$ cat config.mk
export PLATFORM = sky130hd
export DESIGN_NAME = seq_comparator
export DESIGN_NICKNAME = d
export VERILOG_FILES = /design/src/rtl/seq_comparator.sv
export SDC_FILE = /design/constraint.sdc
export NUM_CORES = 1
export LEC_CHECK = 0
export ABC_CLOCK_PERIOD_IN_PS = 3200
export BUFFER_PORTS_ARGS = -buffer_cell sky130_fd_sc_hd__clkbuf_2
export CAP_MARGIN = 20
export CORE_ASPECT_RATIO = 1.2
export CORE_MARGIN = 2
export CORE_UTILIZATION = 53
export DETAILED_ROUTE_END_ITERATION = 8
export MAX_ROUTING_LAYER = met4
export PLACE_DENSITY_LB_ADDON = 0.05
export SLEW_MARGIN = 15
export SYNTH_ARGS = -nofsm -noshare
export SYNTH_HDL_FRONTEND = slang
export SYNTH_SLANG_ARGS = --single-unit
export TNS_END_PERCENT = 10
$ cat constraint.sdc
create_clock -name clk -period 3.2 [get_ports clk]
set_clock_uncertainty 0.15 [all_clocks]
set_input_delay 0.32 -clock clk [delete_from_list [all_inputs] [get_ports clk]]
set_output_delay 0.32 -clock clk [all_outputs]
set_load 0.005 [all_outputs]
$ cat src/rtl/seq_comparator.sv
// Multi-cycle magnitude comparator: walks operands CHUNK bits per cycle from the MSB chunk down.
// Optional build macro COMPARATOR_EARLY_EXIT_EN ends the compare at the first differing chunk.
module seq_comparator #(
    parameter int WIDTH = 16,
    parameter int CHUNK = 4
) (
    input  logic             clk,
    input  logic             rst,
    input  logic             start,
    input  logic [WIDTH-1:0] a,
    input  logic [WIDTH-1:0] b,
    input  logic             signed_mode,
    output logic             busy,
    output logic             done,
    output logic             a_greater,
    output logic             b_greater,
    output logic             ab_equal
);

    localparam int NCHUNK = WIDTH / CHUNK;
    localparam int IDXW   = (NCHUNK > 1) ? $clog2(NCHUNK) : 1;
    localparam logic [IDXW-1:0]  IDX_TOP   = IDXW'(NCHUNK - 1);
    localparam logic [IDXW-1:0]  IDX_ZERO  = {IDXW{1'b0}};
    localparam logic [IDXW-1:0]  IDX_ONE   = IDXW'(1);
    // Flipping the sign bit maps two's-complement ordering onto unsigned ordering.
    localparam logic [WIDTH-1:0] SIGN_MASK = WIDTH'(1'b1) << (WIDTH - 1);

    typedef enum logic [0:0] {
        IDLE = 1'b0,
        BUSY = 1'b1
    } state_t;

    state_t           state_r, state_s;
    logic [WIDTH-1:0] a_r, a_s, b_r, b_s;
    logic             sm_r, sm_s;
    logic [IDXW-1:0]  idx_r, idx_s;
    logic             decided_r, decided_s;
    logic             dir_r, dir_s;
    logic             busy_r, busy_s;
    logic             done_r, done_s;
    logic             a_gt_r, a_gt_s, b_gt_r, b_gt_s, eq_r, eq_s;

    logic [WIDTH-1:0] a_x_s, b_x_s;
    logic [CHUNK-1:0] a_chunk_s, b_chunk_s;
    logic             diff_s, gt_s, fin_dec_s, fin_dir_s, finish_s;

    function automatic logic [CHUNK-1:0] chunk_of(input logic [WIDTH-1:0] v,
                                                   input logic [IDXW-1:0]  i);
        return v[i*CHUNK +: CHUNK];
    endfunction

    // Current-chunk comparison and end-of-compare decision.
    always_comb begin
        a_x_s     = sm_r ? (a_r ^ SIGN_MASK) : a_r;
        b_x_s     = sm_r ? (b_r ^ SIGN_MASK) : b_r;
        a_chunk_s = chunk_of(a_x_s, idx_r);
        b_chunk_s = chunk_of(b_x_s, idx_r);
        diff_s    = (a_chunk_s != b_chunk_s);
        gt_s      = (a_chunk_s > b_chunk_s);
        fin_dec_s = decided_r | diff_s;
        fin_dir_s = decided_r ? dir_r : gt_s;
`ifdef COMPARATOR_EARLY_EXIT_EN
        finish_s  = (idx_r == IDX_ZERO) || (diff_s && !decided_r);
`else
        finish_s  = (idx_r == IDX_ZERO);
`endif
    end

    // Next-state and next-output logic.
    always_comb begin
        state_s   = state_r;
        a_s       = a_r;
        b_s       = b_r;
        sm_s      = sm_r;
        idx_s     = idx_r;
        decided_s = decided_r;
        dir_s     = dir_r;
        busy_s    = busy_r;
        done_s    = 1'b0;
        a_gt_s    = a_gt_r;
        b_gt_s    = b_gt_r;
        eq_s      = eq_r;
        case (state_r)
            IDLE: begin
                if (start) begin
                    state_s   = BUSY;
                    a_s       = a;
                    b_s       = b;
                    sm_s      = signed_mode;
                    idx_s     = IDX_TOP;
                    decided_s = 1'b0;
                    dir_s     = 1'b0;
                    busy_s    = 1'b1;
                end else begin
                    state_s   = IDLE;
                    busy_s    = 1'b0;
                end
            end
            BUSY: begin
                if (!decided_r && diff_s) begin
                    decided_s = 1'b1;
                    dir_s     = gt_s;
                end else begin
                    decided_s = decided_r;
                end
                if (finish_s) begin
                    state_s = IDLE;
                    busy_s  = 1'b0;
                    done_s  = 1'b1;
                    a_gt_s  = fin_dec_s & fin_dir_s;
                    b_gt_s  = fin_dec_s & ~fin_dir_s;
                    eq_s    = ~fin_dec_s;
                end else begin
                    idx_s   = idx_r - IDX_ONE;
                end
            end
            default: begin
                state_s = IDLE;
                busy_s  = 1'b0;
            end
        endcase
    end

    // State and output registers with synchronous reset.
    always_ff @(posedge clk) begin
        if (rst) begin
            state_r   <= IDLE;
            a_r       <= {WIDTH{1'b0}};
            b_r       <= {WIDTH{1'b0}};
            sm_r      <= 1'b0;
            idx_r     <= IDX_ZERO;
            decided_r <= 1'b0;
            dir_r     <= 1'b0;
            busy_r    <= 1'b0;
            done_r    <= 1'b0;
            a_gt_r    <= 1'b0;
            b_gt_r    <= 1'b0;
            eq_r      <= 1'b0;
        end else begin
            state_r   <= state_s;
            a_r       <= a_s;
            b_r       <= b_s;
            sm_r      <= sm_s;
            idx_r     <= idx_s;
            decided_r <= decided_s;
            dir_r     <= dir_s;
            busy_r    <= busy_s;
            done_r    <= done_s;
            a_gt_r    <= a_gt_s;
            b_gt_r    <= b_gt_s;
            eq_r      <= eq_s;
        end
    end

    assign busy      = busy_r;
    assign done      = done_r;
    assign a_greater = a_gt_r;
    assign b_greater = b_gt_r;
    assign ab_equal  = eq_r;

endmodule

==> results of run 1 <==
[worst max path at each step]
stage / from / end / depth (start not counted)
6_report: idx_r[0] / a_greater / 6
5_1_grt: idx_r[0] / a_greater / 6
4_1_cts: idx_r[0] / a_greater / 6
3_5_place_dp: idx_r[0] / a_greater / 6
3_3_place_gp: idx_r[0] / b_greater / 5
2_1_floorplan: idx_r[0] / b_greater / 6
[cell type report]
cell class,instances,area [µm²],area share (%)
inverter,7,26.3,1.23
timing repair buffer,42,215,10.0
multi-input combinational,148,895,41.7
tap,37,46.3,2.16
sequential,43,861,40.2
clock buffer,8,100,4.67
[metal layers]
| layer | track usage, % | wire (µm) |
|---|---|---|
| met2 | 37.1 | 1920 |
| met4 | 11.0 | 68 |
| met3 | 5.60 | 155 |
| met1 | 26.5 | 1600 |
| met5 | - | 0 |
[synthesized netlist by cell type]
library cell   n
clkbuf_1       8
nor2_1         4
or4b_1         1
buf_4          1
nor4_1         1
dfxtp_1       43
nand4_1        1
ha_1           5
nand2b_1       2
a21oi_1       39
nand2_1       67
xor2_1         3
inv_1          6
a22o_1         1
mux4_2         8
nand3b_1       1
o22ai_1        1
o31a_2         1
o21ai_0        1
nand2_4        1
nor3b_1        2
a22oi_1        1
inv_2          1
nor2b_1        1
mux2_2         1
o21a_1         1
a211oi_1       2
buf_2          7
nor3_1         3
[registers in the layout, summed over array words and instances (netlist names)]
name       count
a_greater      1
a_r           16
ab_equal       1
b_greater      1
b_r           16
busy           1
decided_r      1
dir_r          1
done           1
idx_r          2
sm_r           1
state_r        1
[layout by cell type (no fill, tap or decap), types with 2 or more instances in the layout]
master,instances
xor2_1,3
nor2_1,4
dfxtp_1,43
buf_4,2
nand2_1,67
nand2b_1,2
nor3_1,3
mux4_2,8
ha_1,5
nor3b_1,2
clkbuf_2,40
a211oi_1,2
inv_1,6
a21oi_1,39
clkbuf_8,7
[tightest hold or removal path, cell delays in order]
cell,delay (ns)
clkbuf_2,0.08
nand2_1,0.04
a21oi_1,0.05
[power by group]
part	leakage, nW	total, W	switching (W)	internal (W)
combinational	0.499	0.000191	0.0000965	0.0000947
sequential	0.353	0.000610	0.0000366	0.000573
clock	0.0515	0.000367	0.000170	0.000197
total	0.904	0.00117	0.000303	0.000864
[logic make-up (layout without fill, tap and decap cells)]
group,Yosys count,count (layout)
AO/OA/AOI/OAI,47,47
XOR/XNOR,3,3
adder cells (fa/ha/maj),5,5
buffers and inverters,23,57
flip-flops,43,43
multiplexers,9,9
AND/OR/NAND/NOR,84,84
[stage by stage]
step	setup WS (ns)	hold slack (ns)	std cells	power, W
2_1_floorplan	0.850	0.283	214	0.000757
3_3_place_gp	0.653	0.295	277	0.000803
3_5_place_dp	0.563	0.298	277	0.000815
4_1_cts	0.564	0.0826	285	0.00118
5_1_grt	0.402	0.0866	285	0.00123
6_report	0.586	0.0920	285	0.00117
==> summary.md, run 1 <==
| Metric | Value |
|---|---|
| Synth Area in Adders | 3.38% |
| Flops & latches, synth | 43 |
| Fmax | 383 MHz |
| Internal reg-to-reg setup slack | 0.59 ns |
| Routed WL per cell | 13.2 µm |
| Largest family of logic cells by synthesized area | simple AND/OR/NAND/NOR gates |
| Die X-Extent | 58.0 µm |
| Initial drt markers | 62 |
| Largest net degree at the start of global routing | 45 |
| Compound-cell area share of the yosys netlist | 13.8% |
| DR vias | 1,530 |
| Kind of cell adding the most delay to the critical path | flip-flops |
| Clk sinks | 43 |
| Gr ovfl total | 0 |
| Post-synth net total | 255 |
| DRC Markers | 0 |
| # Post-CTS Setup Buffers | 0 |
| Crit path buffers/inverters | 0 |
| Mux cell area share after synthesis | 10.3% |
| Post-CTS Resized | 0 |
| WHS Path Cells | 3 |
| Ys Warns | 0 |
| Mapped Area | 1850 µm² |
| Antenna-violating nets left | 0 |
| First-pass GRT wire length | 6.61 mm |
| Post-DP HPWL | 2.77 mm |
| Inserted Diodes | 0 |
| Max_slew headroom | 43.8% |
| Top cells by area, synth | dfxtp_1, nand2_1, a21oi_1 |
| Unrepaired setup endpoints after global routing | false |
| CP endpoint kind | flop |
| Worst VDD drop | 387 µV |
| Tcrit/Tclk final | 81.7% |
| CTS Buf Count | 5 |
| Final Max Tran Viols | 0 |
| Arr. time, crit path | 2.65 ns |
| Sequential share of the synthesized area | 46.5% |
| Kind of critical path | flop to flop |
| FILL cells | 298 |
| Measured slew at the worst slew-check pin | 0.843 ns |
| I/O Buffers | 40 |
| Clk_lat worst skew | 0.29 ns |
| Status | completed |
| Critical-path maximum fanout | 11 |
| Synth Instances | 214 |
| Initial antenna violation count | 0 |
| WP data required | 3.23 ns |
| Post-DP Area | 2040 µm² |
| Starting density of the core | 55.5% |
| Reg2Reg Capture Point | a_greater |
| CTS Root Cell | clkbuf_8 |
| Vias in the first global route | 1,492 |
| Max stage delay on crit path | 0.72 ns |
| # IOs | 41 |
| Vias per cell | 5.37 |
| GP Congestion | 0.840 |
| Hold Fails Final Rpt | 0 |
| Core box area | 3340 µm² |
| Clock Path Buffers | 2 |
| Largest area contributor in the netlist | dfxtp_1 |
| Top-area cell type share of the netlist area | 46.5% |
| H-tree Lvls | 2 |
| Rows | 23 |
| Simple-Gate Fraction of Synth Area | 19.3% |
| Share of layout cells above drive strength 1 | 25.0% |
| Hold WC Path Type | input port to flop |
| DIE AREA | 3980 µm² |
| DRT Wirelength | 3.75 mm |
| Crit start category | flop |
| Design Area, Final | 2140 µm² |
| Setup-failing EPs final | 0 |
| Nets | 288 |
| Final Util | 64.2% |
| DRT Pass-1 Iters | 4 |
| TNS Setup | 0 ns |
| Post-synthesis xor/xnor area fraction | 1.42% |
| Mean area per synthesized cell | 8.65 µm² |
| Max-cap violations | 0 |
| Pwr dens | 545 nW/µm² |
| Global Route Usage Sum | 22.8% |
| Hold_sp | b[14] |
| CTS tree | done |
| Worst reg2reg path startpoint | idx_r[0] |
| Hold Crit Endpoint | b_r[14] |
| Hold-fix buffers at CTS | 0 |
| R2R depth | 6 |
| Synthesis-to-layout area growth | 15.7% |
| CP max stage cell | dfxtp_1 |
| Crit path time final | 2.61 ns |
| Lkg Pwr | 0.904 nW |
| Height of the die | 68.8 µm |
| Synth cell types | 29 |
| CP Cell Sequence | mux4_2 > ha_1 > nand4_1 > nor3_1 > nor4_1 > o31a_2 |
| Worst-path clk slew | 0.08 ns |
(Power assumes the default switching activity.)
==> inputs of run 2 (changes only) <==
--- a/config.mk
+++ b/config.mk
@@ -5,12 +5,12 @@
 export SDC_FILE = /design/constraint.sdc
 export NUM_CORES = 1
 export LEC_CHECK = 0
-export ABC_CLOCK_PERIOD_IN_PS = 3200
+export ABC_CLOCK_PERIOD_IN_PS = 2100
 export BUFFER_PORTS_ARGS = -buffer_cell sky130_fd_sc_hd__clkbuf_2
 export CAP_MARGIN = 20
 export CORE_ASPECT_RATIO = 1.2
 export CORE_MARGIN = 2
-export CORE_UTILIZATION = 53
+export CORE_UTILIZATION = 48
 export DETAILED_ROUTE_END_ITERATION = 8
 export MAX_ROUTING_LAYER = met4
 export PLACE_DENSITY_LB_ADDON = 0.05
==> constraint.sdc (replaced) <==
create_clock -name clk -period 2.1 [get_ports clk]
set_clock_uncertainty 0.15 [all_clocks]
set_input_delay 0.21 -clock clk [delete_from_list [all_inputs] [get_ports clk]]
set_output_delay 0.21 -clock clk [all_outputs]
set_load 0.005 [all_outputs]
==> run 2 against run 1 <==
Net effect: the flow now finishes with violations (negative setup slack); sequential share of layout area decreased by 7.8 points; flip-flop and latch count unchanged; cell count increased by 21%; register-to-register slack got worse by 0.69 ns; via count increased by 11%; combinational power increased by 120%; critical path depth unchanged; die area increased by 9.7%; routed wire length increased by 13%; worst setup slack got worse by 0.69 ns; final area increased by 25%.
==> summary.md, run 2 (synthesis results as in run 1) <==
| Metric | Value |
|---|---|
| Kind of cell adding the most delay to the critical path | simple AND/OR/NAND/NOR gates |
| GP Congestion | 0.812 (-3.3%) |
| Combinational power share | 20.2% (+3.8 points) |
| Initial drt markers | 95 (+53%) |
| Share of layout cells above drive strength 1 | 29.5% (+4.5 points) |
| DRT Pass-1 Iters | 4 (unchanged) |
| Core box area | 3660 µm² (+9.7%) |
| Initial antenna violation count | 0 (unchanged) |
| Final Max Tran Viols | 0 (unchanged) |
| Critical-path maximum fanout | 4 (-7) |
| Max-cap violations | 0 (unchanged) |
| CP max stage cell | mux4_2 |
| Arr. time, crit path | 2.29 ns (-0.36 ns) |
| Pwr dens | 783 nW/µm² (+44%) |
| Hold WC Path Type | input port to flop |
| Vias per cell | 4.94 (-8.1%) |
| Switching Fraction | 24.5% (-1.5 points) |
| Non-filler cells, final | 344 (+21%) |
| Commonest non-fill, non-tap cell in the layout | nand2_1 |
| Synthesis-to-layout area growth | 44.4% |
| Top Registers | a_r: 16 flops, b_r: 16 flops, idx_r: 2 flops |
| First-pass GRT wire length | 7.13 mm (+7.8%) |
| Worst VDD drop | 429 µV (+11%) |
| Sw Pwr | 0.000513 W (+69%) |
| CTS tree | done |
| CP Cell Sequence | buf_4 > mux4_2 > ha_4 > nand4_1 > or4b_1 > o22ai_1 |
| Placed cells | 299 (+7.9%) |
| Measured slew at the worst slew-check pin | 0.495 ns (-0.349 ns) |
| DR vias | 1,698 (+11%) |
| Nets | 332 (+15%) |
| Status | complete, but fails checks |
| Clk sinks | 43 (unchanged) |
| Inserted Diodes | 0 (unchanged) |
| Metal3 WL | 115 µm (-26%) |
| Post-DP HPWL | 2.70 mm (-2.4%) |
| DIE AREA | 4370 µm² (+9.7%) |
| Rows | 24 (+4.3%) |
| PnR worst setup slack | -0.107 ns (-0.693 ns) |
| Violated checks | negative setup slack |
| Kind of critical path | flop to flop |
| Vias in the first global route | 1,721 (+15%) |
| Post-DP Area | 2150 µm² (+5.4%) |
| Clock power share | 36.0% (+4.6 points) |
| Global Route Usage Sum | 22.3% (-0.44 points) |
| CTS Buf Count | 5 (unchanged) |
| DRT Wirelength | 4.23 mm (+13%) |
| Crit path buffers/inverters | 1 (+1) |
| Die X-Extent | 60.7 µm (+4.7%) |
| FILL cells | 304 (+2.0%) |
| FF/Latch Area | 866 µm² (+0.58%) |
| Crit start category | flop |
| WP data required | 2.18 ns (-1.05 ns) |
| Multi-input logic area | 955 µm² (+6.7%) |
| Starting density of the core | 50.5% (-4.9 points) |
| Unrepaired setup endpoints after global routing | true |
| I/O Buffers | 40 (unchanged) |
| Design Area, Final | 2670 µm² (+25%) |
| Max_slew headroom | 67.0% (+23 points) |
| Gr ovfl total | 0 (unchanged) |
| Setup-failing EPs final | 4 (+4) |
| Uppermost layer routed | met4 |
| Worst hold margin | 0.0104 ns (-0.0816 ns) |
| Routed WL per cell | 12.3 µm (-6.6%) |
| Fmax | 453 MHz (+18%) |
| Reg power frac | 43.8% (-8.4 points) |
| Int Power | 0.00158 W (+83%) |
| Most frequent cells in the layout | nand2_1, dfxtp_1, clkbuf_2 |
| H-tree Lvls | 2 (unchanged) |
| DRC Markers | 0 (unchanged) |
| Max stage delay on crit path | 0.53 ns (-0.19 ns) |
| Clk_lat worst skew | 0.29 ns (about the same) |
| Crit path time final | 2.21 ns (-0.407 ns) |
| Final Util | 73.0% (+8.8 points) |
| Clock Path Buffers | 2 (unchanged) |
| Met1 Wirelength | 1.68 mm (+4.7%) |
| Height of the die | 72.0 µm (+4.8%) |
| CTS Root Cell | clkbuf_8 |
| # IOs | 41 (unchanged) |
| CP endpoint kind | flop |
| Routed wl met2 | 2.32 mm (+21%) |
| Lkg Pwr | 1.12 nW (+23%) |
| Largest net degree at the start of global routing | 23 (-49%) |
| Tcrit/Tclk final | 105% (+23 points) |
| Hold Fails Final Rpt | 0 (unchanged) |
| Internal reg-to-reg setup slack | -0.11 ns (-0.69 ns) |
| Worst-path clk slew | 0.08 ns (about the same) |
| Antenna-violating nets left | 0 (unchanged) |
-- run 2: changes by cell type in the layout (fill, tap and decap cells not counted), sizes merged --
| cell | change |
|---|---|
| buf | +12 |
| dlygate4sd3 | +32 |
| bufinv | +2 |
| clkbuf | -2 |
-- run 2: repair_timing --
action,4_1_cts,5_1_grt
setup endpoints to repair,4,5
pin swaps,1,2
endpoints found under the hold margin,32,0
hold buffers,32,0
resized for setup,9,2
buffers inserted,5,0
-- run 2: power groups by stage --
stage	clock [W]	combinational, W	sequential, W
final	0.000753	0.000423	0.000918
after detailed placement	0	0.000325	0.000945
after CTS	0.000766	0.000418	0.000919
after global placement	0	0.000319	0.000944
after floorplan	0	0.000257	0.000916
after global routing	0.000794	0.000474	0.000928
-- run 2: layout make-up --
cell class	instances	area share, %
Multi-Input combinational cell	148	35.7
Sequential cell	43	32.4
Timing Repair Buffer	86	23.5
Clock buffer	6	2.71
Tap cell	52	2.43
Clock inverter	2	2.25
Inverter	7	0.983
-- run 2: per-layer routing --
| metal | vias up | track usage, % |
|---|---|---|
| met5 | - | - |
| met4 | 0 | 8.45 |
| met3 | 12 | 4.28 |
| met2 | 31 | 39.3 |
| met1 | 780 | 24.2 |
| li1 | 875 | - |
-- run 2: worst register-to-register path: stages (launching register included) --
cell     delay, ns
dfxtp_4       0.37
buf_4         0.12
mux4_2        0.53
ha_4          0.26
nand4_1       0.15
or4b_1        0.45
o22ai_1       0.11
-- run 2: through the flow --
step,worst slack (ns),power (W),setup TNS (ns)
2_1_floorplan,-0.0350,0.00117,-0.0350
3_3_place_gp,-0.147,0.00126,-0.472
3_5_place_dp,-0.185,0.00127,-0.608
4_1_cts,-0.105,0.00210,-0.245
5_1_grt,-0.179,0.00220,-0.651
6_report,-0.107,0.00209,-0.159
-- run 2: worst paths after layout --
| kind | cells past startpoint | to | startpoint |
|---|---|---|---|
| max | 6 | b_greater | idx_r[0] |
| min | 3 | a_r[3] | a[3] |
| max reg2reg | 6 | b_greater | idx_r[0] |
| min reg2reg | 2 | a_r[14] | a_r[14] |
